<file path="src/rtl/mem_stage.sv">
// mem_stage: pipeline memory stage with req/ack data-memory handshake and MEM/WB register
module mem_stage (
  input  logic        clk_i,
  input  logic        rst_i,
  input  logic [1:0]  WB_i,
  input  logic        MEMR_i,
  input  logic        MEMW_i,
  input  logic [31:0] ALUout_i,
  input  logic [31:0] RS2_i,
  input  logic [4:0]  RDaddr_i,
  output logic        stall_o,
  output logic        dmem_req_o,
  output logic        dmem_we_o,
  output logic [31:0] dmem_addr_o,
  output logic [31:0] dmem_wdata_o,
  input  logic        dmem_ack_i,
  input  logic [31:0] dmem_rdata_i,
  output logic [1:0]  WB_o,
  output logic [31:0] MEMdata_o,
  output logic [31:0] ALUout_o,
  output logic [4:0]  RDaddr_o,
  output logic        err_o
);
  typedef enum logic {IDLE, BUSY} state_t;
  state_t state_q, state_d;
  logic access, illegal, ack;
  logic [1:0] hold_wb;
  logic [31:0] hold_alu;
  logic [4:0] hold_rd;
  assign access = (MEMR_i ^ MEMW_i) && ALUout_i[1:0] == 2'b00;
  assign illegal = (MEMR_i && MEMW_i) || ((MEMR_i || MEMW_i) && ALUout_i[1:0] != 2'b00);
  // an ack only counts while a request is actually outstanding
  assign ack = dmem_ack_i && dmem_req_o;
  always_comb begin
    state_d = state_q == IDLE ? (access ? BUSY : IDLE) : (ack ? IDLE : BUSY);
    stall_o = !rst_i && (state_q == IDLE ? access : !ack);
  end
  always_ff @(posedge clk_i) state_q <= rst_i ? IDLE : state_d;
  always_ff @(posedge clk_i) begin
    if (rst_i) begin
      dmem_req_o <= 1'b0;
      dmem_we_o <= 1'b0;
      dmem_addr_o <= '0;
      dmem_wdata_o <= '0;
      WB_o <= '0;
      MEMdata_o <= '0;
      ALUout_o <= '0;
      RDaddr_o <= '0;
      err_o <= 1'b0;
      hold_wb <= '0;
      hold_alu <= '0;
      hold_rd <= '0;
    end else if (state_q == IDLE) begin
      err_o <= illegal;
      ALUout_o <= ALUout_i;
      RDaddr_o <= RDaddr_i;
      WB_o <= (access || illegal) ? 2'b00 : WB_i;
      if (access) begin
        dmem_req_o <= 1'b1;
        dmem_we_o <= MEMW_i;
        dmem_addr_o <= ALUout_i;
        dmem_wdata_o <= RS2_i;
        hold_wb <= WB_i;
        hold_alu <= ALUout_i;
        hold_rd <= RDaddr_i;
      end
    end else begin
      err_o <= 1'b0;
      WB_o <= ack ? hold_wb : 2'b00;
      if (ack) begin
        dmem_req_o <= 1'b0;
        ALUout_o <= hold_alu;
        RDaddr_o <= hold_rd;
        if (!dmem_we_o) MEMdata_o <= dmem_rdata_i;
      end
    end
  end
endmodule
</file>
<file path="config.mk">
export PLATFORM = sky130hd
export DESIGN_NAME = mem_stage
export DESIGN_NICKNAME = d
export VERILOG_FILES = /design/src/rtl/mem_stage.sv
export SDC_FILE = /design/constraint.sdc
export NUM_CORES = 1
export LEC_CHECK = 0
export CAP_MARGIN = 25
export CORE_ASPECT_RATIO = 0.8
export CORE_UTILIZATION = 49
export CTS_CLUSTER_DIAMETER = 80
export CTS_CLUSTER_SIZE = 12
export DETAILED_ROUTE_END_ITERATION = 7
export GPL_ROUTABILITY_DRIVEN = 0
export PLACE_DENSITY = 0.9
export SETUP_SLACK_MARGIN = 0.05
export SLEW_MARGIN = 20
export SYNTH_ARGS = -nofsm -noshare
export SYNTH_HDL_FRONTEND = slang
export SYNTH_SLANG_ARGS = --single-unit
</file>
<file path="constraint.sdc">
create_clock -name clk_i -period 4.5 [get_ports clk_i]
set_input_delay 1.35 -clock clk_i [delete_from_list [all_inputs] [get_ports clk_i]]
set_output_delay 1.35 -clock clk_i [all_outputs]
set_load 0.005 [all_outputs]
</file>
==> results.json, run 1 <==
{
  "ys_ff_latch": 146,
  "arrival_ns": 3.02,
  "antenna_found_initial": 0,
  "r2r_slack_ns": 2.03,
  "clk_latency_ns": 0.41,
  "grt_overflow": 0,
  "hold_viol_final": 0,
  "cp_slowest_cell": "clkdlybuf4s50_1",
  "pin_count": 247,
  "worstPathMaxFanout": 2,
  "vias": 5578,
  "layout-drive-gt1-share_pct": 7.71,
  "yosys_warnings": 0,
  "switchingPower_mw": 0.750,
  "numCtsBuffers": 17,
  "synth_cells": 689,
  "cts.sinks": 146,
  "fp.dieW_um": 133,
  "hold_class": "reg2reg",
  "relSlewSlack_pct": 37.0,
  "cts_buffer_depth": 2,
  "start_kind": "primary input",
  "holdBufCountCts": 0,
  "synth-seq-area-share_pct": 43.1,
  "finalCriticalPeriod_ns": 4.37,
  "startpoint": "MEMR_i",
  "crit_cells": 6,
  "portBuffers": 246,
  "grt_max_degree": 127,
  "cp_top_family": "buffers and inverters",
  "drt_iter0_drc": 292,
  "start_util_pct": 50.2,
  "vias_per_cell": 5.13,
  "dpl.hpwl_mm": 11.3,
  "final_nets": 1008,
  "crit_chain": "clkdlybuf4s50_1 -> inv_2 -> ha_1 -> nor4b_4 -> o21ba_1 -> clkdlybuf4s50_1",
  "rr_endpoint": "MEMdata_o[19]",
  "drv_cap": 0,
  "grt_setup_unrepaired": "no",
  "diodes": 0,
  "clock.fmax_mhz": 229,
  "wl_per_cell_um": 16.0,
  "core-area_um2": 13500,
  "grt_pass1_vias": 5455,
  "slowest_delay_ns": 0.50,
  "synth.avg_cell_area_um2": 9.83,
  "cpMostUsedCell": "clkdlybuf4s50_1",
  "power_density_nw_per_um2": 345,
  "die_area_um2": 14300,
  "dieHeight_um": 107,
  "worst_setup_path_end_kind": "output port",
  "clk_pin_slew_ns": 0.05,
  "power_frac_clock_pct": 45.6,
  "swShare_pct": 22.2,
  "maxSlewViolCount": 0,
  "p_leak_nw": 3.48,
  "status": "completed",
  "setup-violations-final": 0,
  "vdd_drop_max_v": 0.000278,
  "dr.pass1.iters": 4,
  "grt_first_pass_wirelength_mm": 27.3,
  "final_util_pct": 72.7,
  "power_frac_seq_pct": 41.0,
  "tightestPinTransition_ns": 0.944,
  "finalCritPeriodShare_pct": 97.0,
  "cts_max_level": 4,
  "r2r_start": "state_q",
  "ant_nets": 0,
  "drt_wl_total_mm": 17.4,
  "synthesis.area_um2": 6780,
  "combPwrFrac_pct": 13.4,
  "crit_end": "stall_o",
  "worst_ep_required_time_ns": 3.15,
  "syn-num-nets": 800,
  "synth_cell_types": 26,
  "critPathKind": "in2out",
  "tns_ns": 0,
  "nFillCells": 1025,
  "grt.total_usage_pct": 24.3,
  "rows": 38,
  "cts_tree": "done",
  "cts-root-buf": "clkbuf_16",
  "area_growth_pct": 45.0,
  "cell_internal_pwr_mw": 2.64,
  "finClkSkew_ns": 0.00879,
  "drc": 0,
  "rr_worst_depth": 4,
  "worst-path-buf-inv": 3
}
worst min-delay path by stage:
stage | endpoint | slack [ns] | cells past startpoint | start
5_1_grt | WB_o[1] | 0.49 | 2 | hold_wb[1]
3_5_place_dp | WB_o[1] | 0.46 | 2 | hold_wb[1]
6_report | hold_rd[3] | 0.47 | 2 | hold_rd[3]
3_3_place_gp | MEMdata_o[30] | 0.46 | 2 | MEMdata_o[30]
2_1_floorplan | WB_o[1] | 0.45 | 2 | hold_wb[1]
4_1_cts | dmem_wdata_o[25] | 0.48 | 2 | dmem_wdata_o[25]
worst min-delay path: cells and delay by family, from the launching register on:
family | cells | cell delay [ns]
simple gates | 1 | 0.06
mux | 1 | 0.05
flops | 1 | 0.31
power groups by stage:
stage	logic (mW)	clock network (mW)	registers [mW]
after floorplan	0.218	0	1.41
after global placement	0.449	0	1.41
final	0.456	1.54	1.39
after global routing	0.491	1.62	1.39
after CTS	0.458	1.57	1.39
after detailed placement	0.454	0	1.41
cells in the final DEF, fill, tap and decap left out, types with 5 or more instances in the layout:
cell type / synthesis / routed
bufinv_16: 0 / 5
nor2_1: 37 / 37
a311oi_1: 37 / 37
nand2b_1: 204 / 204
buf_4: 4 / 10
nand3_1: 37 / 37
mux2i_1: 102 / 102
a21bo_1: 12 / 12
dfxtp_1: 146 / 144
clkdlybuf4s50_1: 0 / 243
clkbuf_16: 0 / 17
a21bo_2: 25 / 25
metal layers:
layer	routed length [um]	part of all wire, %	GRT usage, %
met2	7970	46	39.8
met3	1520	8.7	9.22
met4	141	0.81	7.71
met1	7750	45	29.4
met5	0	0	0
synth_stat cells, drive strengths merged:
cell type | instances | area (um2)
a21boi | 1 | 7.51
clkbuf | 36 | 135
a21bo | 37 | 370
buf | 30 | 210
o21ba | 2 | 20.0
o21a | 1 | 7.51
a21oi | 2 | 10.0
nand3b | 2 | 15.0
nand4 | 2 | 12.5
nand3 | 37 | 185
a211oi | 1 | 7.51
nor2 | 37 | 139
inv | 3 | 11.3
a311oi | 37 | 324
nand2b | 204 | 1280
nor3b | 2 | 15.0
ha | 3 | 37.5
and4b | 1 | 10.0
nor4b | 1 | 23.8
dfxtp | 146 | 2920
o21bai | 1 | 7.51
a31oi | 1 | 6.26
mux2i | 102 | 1020
cell families (layout without fill, tap and decap cells):
logic type	after synthesis	in the layout	share of synthesized area (%)
adders and majority gates	3	3	0.554
DFF	146	146	43.1
and+or+nand+nor	286	286	24.7
muxes	102	102	15.1
AOI/OAI and AO/OA	83	83	11.2
buffers and inverters	69	288	5.26
cell type report:
cell class              instances  area (um2)  area share, %
inverters                       3        11.3          0.115
flip-flops and latches        146        2930           29.8
repair buffers                255        2520           25.7
multi-input cells             474        3500           35.6
clock buffers                  20         457           4.65
clock inverters                10         183           1.86
well taps                     180         225           2.29
what timing repair did:
item / CTS / global route
endpoints found under the setup margin: 0 / 1
resized for setup: 0 / 2
setup buffers: 0 / 0
state kept, by name, summed over array words and instances, names as in the netlist:
register      count
hold_wb           2
MEMdata_o        32
state_q           1
dmem_wdata_o     32
RDaddr_o          5
dmem_req_o        1
err_o             1
dmem_we_o         1
WB_o              2
hold_rd           5
hold_alu         32
ALUout_o         32
per-stage QoR:
step | cells | total power, mW | hold slack (ns) | worst slack [ns] | area (um2)
2_1_floorplan | 689 | 1.63 | 0.447 | 0.927 | 6780
3_3_place_gp | 1058 | 1.86 | 0.458 | 0.0806 | 9180
3_5_place_dp | 1058 | 1.87 | 0.461 | 0.0781 | 9180
4_1_cts | 1088 | 3.41 | 0.475 | 0.0685 | 9820
5_1_grt | 1088 | 3.50 | 0.490 | 0.0515 | 9820
6_report | 1088 | 3.39 | 0.471 | 0.135 | 9820
Power figures use the tool's default switching activity.
==> run 2: changes to the inputs <==
- CORE_ASPECT_RATIO: 0.8 -> 0.6
- SETUP_SLACK_MARGIN: 0.05 -> unset
==> run 2 against run 1 <==
Combinational power about the same. Clock skew about the same. Critical path depth unchanged. Final cell count down 0.64%. Clock-buffer cell count down 2. Final area about the same. Sequential share of layout area about the same. Routed wire length up 1.3%. Register-to-register slack about the same. Critical endpoint unchanged. Largest cell class unchanged. Highest routed layer unchanged.
==> results.json, run 2 (synthesis gave the netlist of run 1 again) <==
{
  "portBuffers": 246,
  "slowest_delay_ns": 0.48,
  "wl_per_cell_um": 16.3,
  "drc": 0,
  "cts-root-buf": "clkbuf_16",
  "crit_chain": "clkdlybuf4s50_1 -> inv_1 -> ha_1 -> nor4b_4 -> o21ba_1 -> dlygate4sd2_1",
  "numCtsBuffers": 17,
  "finalPower_mw": 3.37,
  "rows": 32,
  "final_util_pct": 74.5,
  "diodes": 0,
  "drv_cap": 0,
  "finClkSkew_ns": 0.00876,
  "grt_first_pass_wirelength_mm": 28.0,
  "met2_usage_pct": 41.4,
  "cp_slowest_cell": "clkdlybuf4s50_1",
  "use_met3_pct": 8.99,
  "critPathKind": "in2out",
  "start_kind": "primary input",
  "use_met1_pct": 29.8,
  "ant_nets": 0,
  "pin_count": 247,
  "cts_buffer_depth": 2,
  "tns_ns": 0,
  "tightestPinTransition_ns": 0.833,
  "vdd_drop_max_v": 0.000232,
  "clk_latency_ns": 0.41,
  "grt_max_degree": 161,
  "final_cell_mix": "243 x clkdlybuf4s50_1, 204 x nand2b_1, 144 x dfxtp_1, 102 x mux2i_1",
  "vias_per_cell": 5.13,
  "layout_commonest_cell": "clkdlybuf4s50_1",
  "area_growth_pct": 44.9,
  "grt_pass1_vias": 5419,
  "dpl-instance-area_um2": 9180,
  "vias": 5543,
  "grt_setup_unrepaired": "no",
  "worstPathMaxFanout": 2,
  "hold_viol_final": 0,
  "drt_iter0_drc": 236,
  "worst-path-buf-inv": 3,
  "antenna_found_initial": 1,
  "min_path_cells": 2,
  "cp_top_family": "buffers and inverters",
  "finalCriticalPeriod_ns": 4.23,
  "dpl.hpwl_mm": 11.8,
  "final_cell_area_um2": 9820,
  "setup-violations-final": 0,
  "fp.dieW_um": 154,
  "cts.sinks": 146,
  "grt_overflow": 0,
  "power_density_nw_per_um2": 343,
  "cts_max_level": 4,
  "cts_tree": "done",
  "core-area_um2": 13200,
  "busiest_layer": "met2",
  "clk_pin_slew_ns": 0.06,
  "layout-drive-gt1-share_pct": 8.01,
  "arrival_ns": 2.88,
  "stdcell_count": 1081,
  "dp_cells": 1049,
  "crit_cells": 6,
  "rr_worst_depth": 4,
  "finalCritPeriodShare_pct": 93.9,
  "worst_setup_path_end_kind": "output port",
  "p_leak_nw": 3.49,
  "dieHeight_um": 93.1,
  "cts_setup_buffers": 0,
  "relSlewSlack_pct": 44.5,
  "worst_ep_required_time_ns": 3.15,
  "dr.pass1.iters": 4,
  "clock.fmax_mhz": 237,
  "drt_wl_total_mm": 17.6,
  "final_nets": 1009,
  "hold_class": "reg2reg",
  "grt.total_usage_pct": 24.7,
  "die_area_um2": 14300,
  "maxSlewViolCount": 0,
  "start_util_pct": 51.4,
  "status": "completed"
}
==> run 2: path summary, 6_finish.rpt <==
check | startpoint | end | slack [ns]
max | MEMR_i | stall_o | 0.27
min | hold_wb[1] | WB_o[1] | 0.47
max reg2reg | state_q | MEMdata_o[3] | 2.04
min reg2reg | hold_wb[1] | WB_o[1] | 0.47
==> run 2: metrics by stage <==
| stage | hold WS, ns | setup slack [ns] |
|---|---|---|
| finish | 0.470 | 0.273 |
| global route | 0.491 | 0.190 |
| CTS | 0.471 | 0.269 |
| detailed placement | 0.460 | 0.00919 |
| global placement | 0.457 | -0.000149 |
| floorplan | 0.447 | 0.927 |
==> run 2: worst min-delay path: cells and delay by family, from the launching register on <==
kind,cells,cell delay [ns]
DFF,1,0.31
and+or+nand+nor,1,0.06
AOI/OAI and AO/OA,1,0.05
==> run 2: layout make-up <==
class / count / area (um2)
well taps: 170 / 213
clock inverters: 14 / 200
multi-input cells: 474 / 3500
fillers: 946 / 3350
flip-flops and latches: 146 / 2930
clock buffers: 18 / 439
inverters: 3 / 11.3
repair buffers: 256 / 2530
==> run 2: per-layer routing <==
layer | share of wire, % | routed length [um] | vias up
li1 | - | - | 2760
met1 | 44 | 7710 | 2569
met2 | 46 | 8160 | 196
met3 | 8.7 | 1540 | 18
met4 | 1.1 | 201 | 0
met5 | 0 | 0 | -
==> run 2: power breakdown <==
| part | switching, mW | leakage, nW | internal (mW) |
|---|---|---|---|
| Sequential | 0.0334 | 1.19 | 1.35 |
| Combinational | 0.178 | 1.98 | 0.281 |
| Clock | 0.574 | 0.314 | 0.953 |
==> run 2: repair_timing <==
item / 4_1_cts / 5_1_grt
resized for setup: 1 / 0
endpoints found under the setup margin: 1 / 0
hold endpoints to repair: 0 / 0
hold buffers: 0 / 0
==> run 3: changes to the inputs <==
- CORE_UTILIZATION: 49 -> 68
- DONT_BUFFER_PORTS: unset -> 1
- PLACE_DENSITY: 0.9 -> 0.87
==> run 3 against run 2 <==
Utilization is 2.9 points higher. Via count down 15%. Clock-buffer cell count increased by 2. Register-to-register slack about the same. Fmax up 23%. Combinational power shrank 55%. Critical path depth shrank 2. Highest routed layer unchanged. Routed wire length is 14% lower.
==> results.json, run 3 (synthesis gave the netlist of run 1 again) <==
{
  "switchingPower_mw": 0.667,
  "start_kind": "primary input",
  "dpl.hpwl_mm": 9.83,
  "grt.total_usage_pct": 28.8,
  "r2r_slack_ns": 2.05,
  "holdBufCountCts": 0,
  "setup-violations-final": 0,
  "tightestPinTransition_ns": 1.01,
  "maxSlewViolCount": 0,
  "finClkSkew_ns": 0.00671,
  "cts_resized": 0,
  "grt_first_pass_wirelength_mm": 23.0,
  "cp_slowest_cell": "ha_1",
  "hold_class": "reg2reg",
  "vias_per_cell": 5.99,
  "clk_latency_ns": 0.42,
  "finalPower_mw": 3.14,
  "numCtsBuffers": 17,
  "slowest_delay_ns": 0.28,
  "drt_wl_total_mm": 15.2,
  "dr.pass1.iters": 5,
  "finalCriticalPeriod_ns": 3.43,
  "wl_per_cell_um": 19.3,
  "vdd_drop_max_v": 0.000395,
  "cts_setup_buffers": 0,
  "hold_viol_final": 0,
  "rows": 27,
  "tns_ns": 0,
  "pin_count": 247,
  "min_path_cells": 2,
  "dieHeight_um": 79.3,
  "final_cell_mix": "204 x nand2b_1, 144 x dfxtp_1, 102 x mux2i_1",
  "nFillCells": 627,
  "multi_input_area_um2": 3500,
  "drv_cap": 0,
  "diodes": 0,
  "status": "completed",
  "dp_cells": 757,
  "cell_internal_pwr_mw": 2.47,
  "start_util_pct": 71.9,
  "drt_iter0_drc": 229,
  "p_leak_nw": 2.56,
  "hold_start": "hold_rd[1]",
  "drc": 0,
  "power_frac_clock_pct": 48.7,
  "clk_pin_slew_ns": 0.05,
  "cts.sinks": 146,
  "cts_tree": "done",
  "grt_setup_unrepaired": "no",
  "antenna_found_initial": 0,
  "critPathKind": "in2out",
  "swShare_pct": 21.2,
  "seq_area_um2": 2930,
  "ant_nets": 0,
  "cts-root-buf": "clkbuf_16",
  "crit_chain": "inv_1 -> ha_1 -> nor4b_4 -> o21ba_1",
  "portBuffers": 0,
  "core-area_um2": 9430,
  "finalCritPeriodShare_pct": 76.3,
  "relSlewSlack_pct": 32.9,
  "combPwrFrac_pct": 6.6,
  "die_area_um2": 10400,
  "grt_max_degree": 250,
  "arrival_ns": 2.08,
  "worst_setup_path_end_kind": "output port",
  "clock.fmax_mhz": 291,
  "area_growth_pct": 7.66,
  "rr_endpoint": "MEMdata_o[11]",
  "layout_commonest_cell": "nand2b_1",
  "grt_overflow": 0,
  "final_nets": 758,
  "worst_ep_required_time_ns": 3.15,
  "power_frac_seq_pct": 44.7,
  "cts_buffer_depth": 2,
  "power_density_nw_per_um2": 430,
  "min_to": "hold_rd[1]",
  "r2r_start": "state_q",
  "grt_pass1_vias": 4647,
  "layout-drive-gt1-share_pct": 9.71,
  "worstPathMaxFanout": 2,
  "vias": 4723,
  "stdcell_count": 789,
  "cts_max_level": 4,
  "rr_worst_depth": 3,
  "fp.dieW_um": 131
}
-- run 3: worst max-delay path by stage --
stage	cells past startpoint	start	slack, ns	end
after global routing	4	MEMR_i	1.03	stall_o
after detailed placement	6	MEMR_i	1.05	dmem_wdata_o[22]
after CTS	4	MEMR_i	1.07	stall_o
final	4	MEMR_i	1.07	stall_o
after floorplan	5	MEMR_i	0.93	stall_o
after global placement	4	MEMR_i	1.12	stall_o
-- run 3: power groups by stage --
stage | Combinational, mW | Sequential, mW | Clock, mW
3_5_place_dp | 0.203 | 1.43 | 0
5_1_grt | 0.224 | 1.41 | 1.60
6_report | 0.206 | 1.40 | 1.53
2_1_floorplan | 0.218 | 1.41 | 0
4_1_cts | 0.206 | 1.40 | 1.55
3_3_place_gp | 0.191 | 1.43 | 0
-- run 3: worst max-delay path, delay by kind of cell --
kind	cells	cell delay, ns
buffers and inverters	1	0.04
AOI/OAI and AO/OA	1	0.20
and+or+nand+nor	1	0.22
adders and majority gates	1	0.28
-- run 3: per-stage QoR --
step	setup slack [ns]	cell area (um2)	utilization, %	hold WS [ns]
floorplan	0.927	6780	-	0.447
global placement	1.12	6630	70.3	0.459
detailed placement	1.05	6630	70.3	0.467
CTS	1.07	7270	77.1	0.478
global route	1.03	7290	77.4	0.498
finish	1.07	7290	77.4	0.473
-- run 3: metal layers --
| layer | track usage [%] | vias to the layer above | wire length [um] |
|---|---|---|---|
| met3 | 12.3 | 28 | 1410 |
| met4 | 13.1 | 0 | 288 |
| met1 | 30.4 | 2253 | 5880 |
| met5 | 0 | - | 0 |
| met2 | 49.7 | 184 | 7630 |
| li1 | - | 2258 | - |
-- run 3: cell type report --
| cell class | instances | share of cell area, % |
|---|---|---|
| clock inverters | 11 | 2.52 |
| clock buffers | 20 | 6.26 |
| well taps | 130 | 2.23 |
| multi-input cells | 474 | 47.9 |
| flip-flops and latches | 146 | 40.1 |
| inverters | 3 | 0.154 |
| repair buffers | 5 | 0.789 |
